--- src/rtl/c3lib_ckg_ctl_pkg.sv ---
// rtl/c3lib_ckg_ctl_pkg.sv - shared types and helpers for the clock-gate request controller
package c3lib_ckg_ctl_pkg;

    typedef enum logic [1:0] {
        CKG_OFF,
        CKG_WAKE,
        CKG_ON,
        CKG_HOLD
    } ckg_state_e;

    // Settle counter must hold ON_DLY-1; keep at least one bit so ON_DLY=1 still elaborates.
    function automatic int ckg_settle_w(input int on_dly);
        return (on_dly > 1) ? $clog2(on_dly) : 1;
    endfunction

endpackage

--- src/rtl/c3lib_ckg_posedge_ctn.sv ---
// rtl/c3lib_ckg_posedge_ctn.sv - latch-based posedge clock-gate cell
module c3lib_ckg_posedge_ctn (
    input  logic tst_en,
    input  logic clk_en,
    input  logic clk,
    output logic gated_clk
);

    logic en_lat;

    // Transparent while clk is low so the enable only takes effect at the next rising edge.
    always_latch begin
        if (!clk) begin
            en_lat <= clk_en | tst_en;
        end
    end

    assign gated_clk = clk & en_lat;

endmodule

--- src/rtl/c3lib_ckg_req_ctl.sv ---
// rtl/c3lib_ckg_req_ctl.sv - four-phase request/ack controller driving a posedge clock gate
module c3lib_ckg_req_ctl
    import c3lib_ckg_ctl_pkg::*;
#(
    parameter int NUM_REQ = 4,
    parameter int ON_DLY  = 2,
    parameter int IDLE_W  = 6
) (
    input  logic               clk,
    input  logic               rst_n,
    input  logic               tst_en,
    input  logic [NUM_REQ-1:0] req,
    input  logic [IDLE_W-1:0]  idle_thresh,
    output logic [NUM_REQ-1:0] ack,
    output logic               clk_en,
    output logic               gated_clk
);

    localparam int SETTLE_W = ckg_settle_w(ON_DLY);
    localparam logic [SETTLE_W-1:0] SETTLE_INIT = SETTLE_W'(ON_DLY - 1);

    ckg_state_e          state_q;
    logic                clk_en_q;
    logic [NUM_REQ-1:0]  ack_q;
    logic [SETTLE_W-1:0] settle_q;
    logic [IDLE_W-1:0]   idle_q;

    always_ff @(posedge clk or negedge rst_n) begin
        if (!rst_n) begin
            state_q  <= CKG_OFF;
            clk_en_q <= 1'b0;
            ack_q    <= '0;
            settle_q <= '0;
            idle_q   <= '0;
        end else begin
            case (state_q)
                CKG_OFF: begin
                    clk_en_q <= 1'b0;
                    ack_q    <= '0;
                    if (|req) begin
                        state_q  <= CKG_WAKE;
                        clk_en_q <= 1'b1;
                        settle_q <= SETTLE_INIT;
                    end
                end
                CKG_WAKE: begin
                    // Settle always runs to completion so the gated domain sees ON_DLY clean edges.
                    clk_en_q <= 1'b1;
                    ack_q    <= '0;
                    if (settle_q == '0) begin
                        if (|req) begin
                            state_q <= CKG_ON;
                            ack_q   <= req;
                        end else begin
                            state_q <= CKG_HOLD;
                            idle_q  <= idle_thresh;
                        end
                    end else begin
                        settle_q <= settle_q - SETTLE_W'(1);
                    end
                end
                CKG_ON: begin
                    clk_en_q <= 1'b1;
                    ack_q    <= req;
                    if (~|req) begin
                        state_q <= CKG_HOLD;
                        idle_q  <= idle_thresh;
                    end
                end
                CKG_HOLD: begin
                    clk_en_q <= 1'b1;
                    ack_q    <= '0;
                    if (|req) begin
                        state_q <= CKG_ON;
                        ack_q   <= req;
                    end else if (idle_q == '0) begin
                        state_q  <= CKG_OFF;
                        clk_en_q <= 1'b0;
                    end else begin
                        idle_q <= idle_q - IDLE_W'(1);
                    end
                end
                default: begin
                    state_q  <= CKG_OFF;
                    clk_en_q <= 1'b0;
                    ack_q    <= '0;
                end
            endcase
        end
    end

    assign ack    = ack_q;
    assign clk_en = clk_en_q;

    c3lib_ckg_posedge_ctn u_ctn (
        .tst_en    (tst_en),
        .clk_en    (clk_en_q),
        .clk       (clk),
        .gated_clk (gated_clk)
    );

endmodule

--- config.mk ---
export PLATFORM = sky130hd
export DESIGN_NAME = c3lib_ckg_req_ctl
export DESIGN_NICKNAME = d
export VERILOG_FILES = /design/src/rtl/c3lib_ckg_ctl_pkg.sv /design/src/rtl/c3lib_ckg_posedge_ctn.sv /design/src/rtl/c3lib_ckg_req_ctl.sv
export SDC_FILE = /design/constraint.sdc
export NUM_CORES = 1
export LEC_CHECK = 0
export ABC_CLOCK_PERIOD_IN_PS = 2300
export CORE_MARGIN = 2
export CORE_UTILIZATION = 50
export DETAILED_ROUTE_END_ITERATION = 10
export GPL_ROUTABILITY_DRIVEN = 0
export PLACE_DENSITY = 0.78
export SLEW_MARGIN = 25
export SYNTH_ARGS = -nofsm -noshare
export SYNTH_HDL_FRONTEND = slang
export SYNTH_SLANG_ARGS = --single-unit
--- constraint.sdc ---
create_clock -name clk -period 2.3 [get_ports clk]
set_input_delay 0.46 -clock clk [delete_from_list [all_inputs] [get_ports clk]]
set_output_delay 0.46 -clock clk [all_outputs]
set_load 0.03 [all_outputs]
==> impl_metrics.ini <==
[route]
first_iter_violations = 15
route.detailed.drc = 0
drt_wl_total_um = 2150
ant_nets = 0
wl_per_cell_um = 13.9
vias_per_cell = 5.70
drt_first_pass_iters = 4
dr_total_vias = 878

[yosys]
synth_edf_count = 0
netlist_area_um2 = 938
yosysTopAreaCell = dfrtp_1
synth_top_area_share_pct = 37.3
ys_ff_latch = 15
synth_warnings = 0
synthTopCellsByArea = dfrtp_1 (37%), ha_1 (9.3%), and2_1 (3.3%)
asyncSetResetFlopFracSynth_pct = 93.3
ys.flop_type = dfrtp_1
synth.avg_cell_area_um2 = 9.29
postSynthCellCount = 101
synth.distinct_cells = 36
syn-num-nets = 121

[sta]
finalSetupViolations = 2
tightest_slew_ps = 657
rsz0062_at_grt = yes
slew_headroom_pct = 56.1
slew_violations = 0
worst_slack_ps = -392
fin_skew_ps = 3.16
hold_viol_final = 0

[die]
core_um2 = 1750
io-pin-count = 19
die_y_um = 47.3
dieArea_um2 = 2240
rows = 15
die_x_um = 47.3
start_util_pct = 53.8

[power_and_ir_drop]
vdd_drop_max_v = 0.000787
p_int_w = 0.000937
p_leak_nw = 0.530
clock_power_share_pct = 20.4
switching_share_pct = 44.9
fin_total_pwr_w = 0.00170
powerDensity_nw_per_um2 = 1380
combinationalPowerShare_pct = 51.2
switchingPower_w = 0.000762
seq_power_share_pct = 28.4

[place]
dp_hpwl_um = 1580
io_buffer_count = 18
place_area_um2 = 1180
place_inst = 147

[worst_setup_path]
path_class = latch to output port
worst_setup_path_end_kind = output port
r2r_cells = 7
worstPathArrival_ps = 2230
worstSetupStartpointType = latch
reg2reg_from = state_q[1]$_DFFE_PN0P_
crit_chain = and2_4 > buf_6
r2r_end = idle_q[3]$_DFFE_PN0P_
crit_path_top_delay_cell = dlxtn_1
required_ps = 1840
crit_buf_inv = 1
r2r_slack_ps = 270
critPathMaxStageDelay_ps = 400
path_delay_family = latches
cp_max_fo = 1

[layout]
area_growth_pct = 31.3
final_cell_mix = clkdlybuf4s50_1 (17), dfrtp_1 (14), inv_1 (8), nand2_1 (8)
diodes = 0
fillers = 144
mostFrequentLayoutCell = clkdlybuf4s50_1
stdcell_count = 154
design_area_um2 = 1230
drive_above_1_share_pct = 18.6
finish.net_count = 150

[global_route]
grt_pass1_wl_um = 3680
grtUsageTotal_pct = 24.7
antenna_found_initial = 0
grt_pass1_vias = 895
grt-ovfl-total = 0
grt_max_degree = 18

[flow_run]
drv_cap = 0

[clock_tree]
cts_hold_buf = 0
cts_tree = built
clk_pin_slew_ps = 90
clk_latency_ps = 410

[hold_path]
hold_path.class = primary input to asynchronous set/reset pin

[run_status]
violations = setup timing
status = complete, but fails checks
[stage by stage]
step / hold WS, ps / setup WS [ps] / util (%) / TNS, ps
6_report: 442 / -392 / 70.6 / -392
3_5_place_dp: 514 / -432 / 67.5 / -977
5_1_grt: 496 / -413 / 70.6 / -413
2_1_floorplan: 164 / 42.9 / - / 0
4_1_cts: 454 / -383 / 70.6 / -383
3_3_place_gp: 507 / -427 / 67.5 / -768
[cell type report]
type	instances	area, um^2	share of cell area, %
multi-input cells	74	522	42.3
flip-flops and latches	15	365	29.6
repair buffers	24	223	18.1
clock buffers	7	56.3	4.57
well taps	25	31.3	2.54
inverters	8	30.0	2.44
clock inverters	1	5.00	0.406
[synth_stat cells, drive strengths merged, types with 2 or more instances]
cell type / number
nand2: 8
and2: 6
dfrtp: 14
nor4: 3
a211oi: 3
buf: 2
ha: 7
a21oi: 6
or2: 4
o21ai: 6
a221oi: 3
inv: 8
nor2: 6
nor3: 5
clkbuf: 2
[logic make-up after synthesis]
group / synth area share [%]
AO/OA/AOI/OAI: 20.8
adder cells (fa/ha/maj): 9.33
buffers and inverters: 5.73
flip-flops: 37.3
latches: 1.60
multiplexers: 1.07
AND/OR/NAND/NOR: 24.1
[worst max path at each step]
stage	from	slack, ps	endpoint	cells after the start
2_1_floorplan	u_ctn.en_lat$_DLATCH_N_	40	gated_clk	1
3_3_place_gp	u_ctn.en_lat$_DLATCH_N_	-430	gated_clk	2
3_5_place_dp	u_ctn.en_lat$_DLATCH_N_	-430	gated_clk	2
4_1_cts	u_ctn.en_lat$_DLATCH_N_	-380	gated_clk	2
5_1_grt	u_ctn.en_lat$_DLATCH_N_	-410	gated_clk	2
6_report	u_ctn.en_lat$_DLATCH_N_	-390	gated_clk	2
[power by group through the flow]
| stage | combinational (W) | sequential, W | clock [W] |
|---|---|---|---|
| 6_report | 0.000869 | 0.000483 | 0.000346 |
| 5_1_grt | 0.000977 | 0.000502 | 0.000368 |
| 4_1_cts | 0.000871 | 0.000483 | 0.000343 |
| 3_5_place_dp | 0.000861 | 0.000489 | 0.0000817 |
| 3_3_place_gp | 0.000832 | 0.000477 | 0.0000817 |
| 2_1_floorplan | 0.000534 | 0.000552 | 0.0000497 |
[flip-flops by register name, indices dropped and copies added, names as in the netlist]
register / flops
idle_q: 6
ack: 4
state_q: 2
clk_en: 1
settle_q: 1
u_ctn.en_lat: 1
[per-layer routing]
metal / track usage (%) / vias up / part of all wire, %
met1: 27.9 / 412 / 43
li1: - / 424 / -
met3: 8.46 / 11 / 5.7
met2: 38.1 / 31 / 47
met5: 0 / - / 0
met4: 18.9 / 0 / 4.8
[repair_timing]
item / 4_1_cts / 5_1_grt
gates resized for setup: 8 / 0
buffers inserted: 0 / 0
gates cloned: 0 / 0
endpoints found under the setup margin: 2 / 2
No activity file was read; power rests on OpenSTA's default activity.
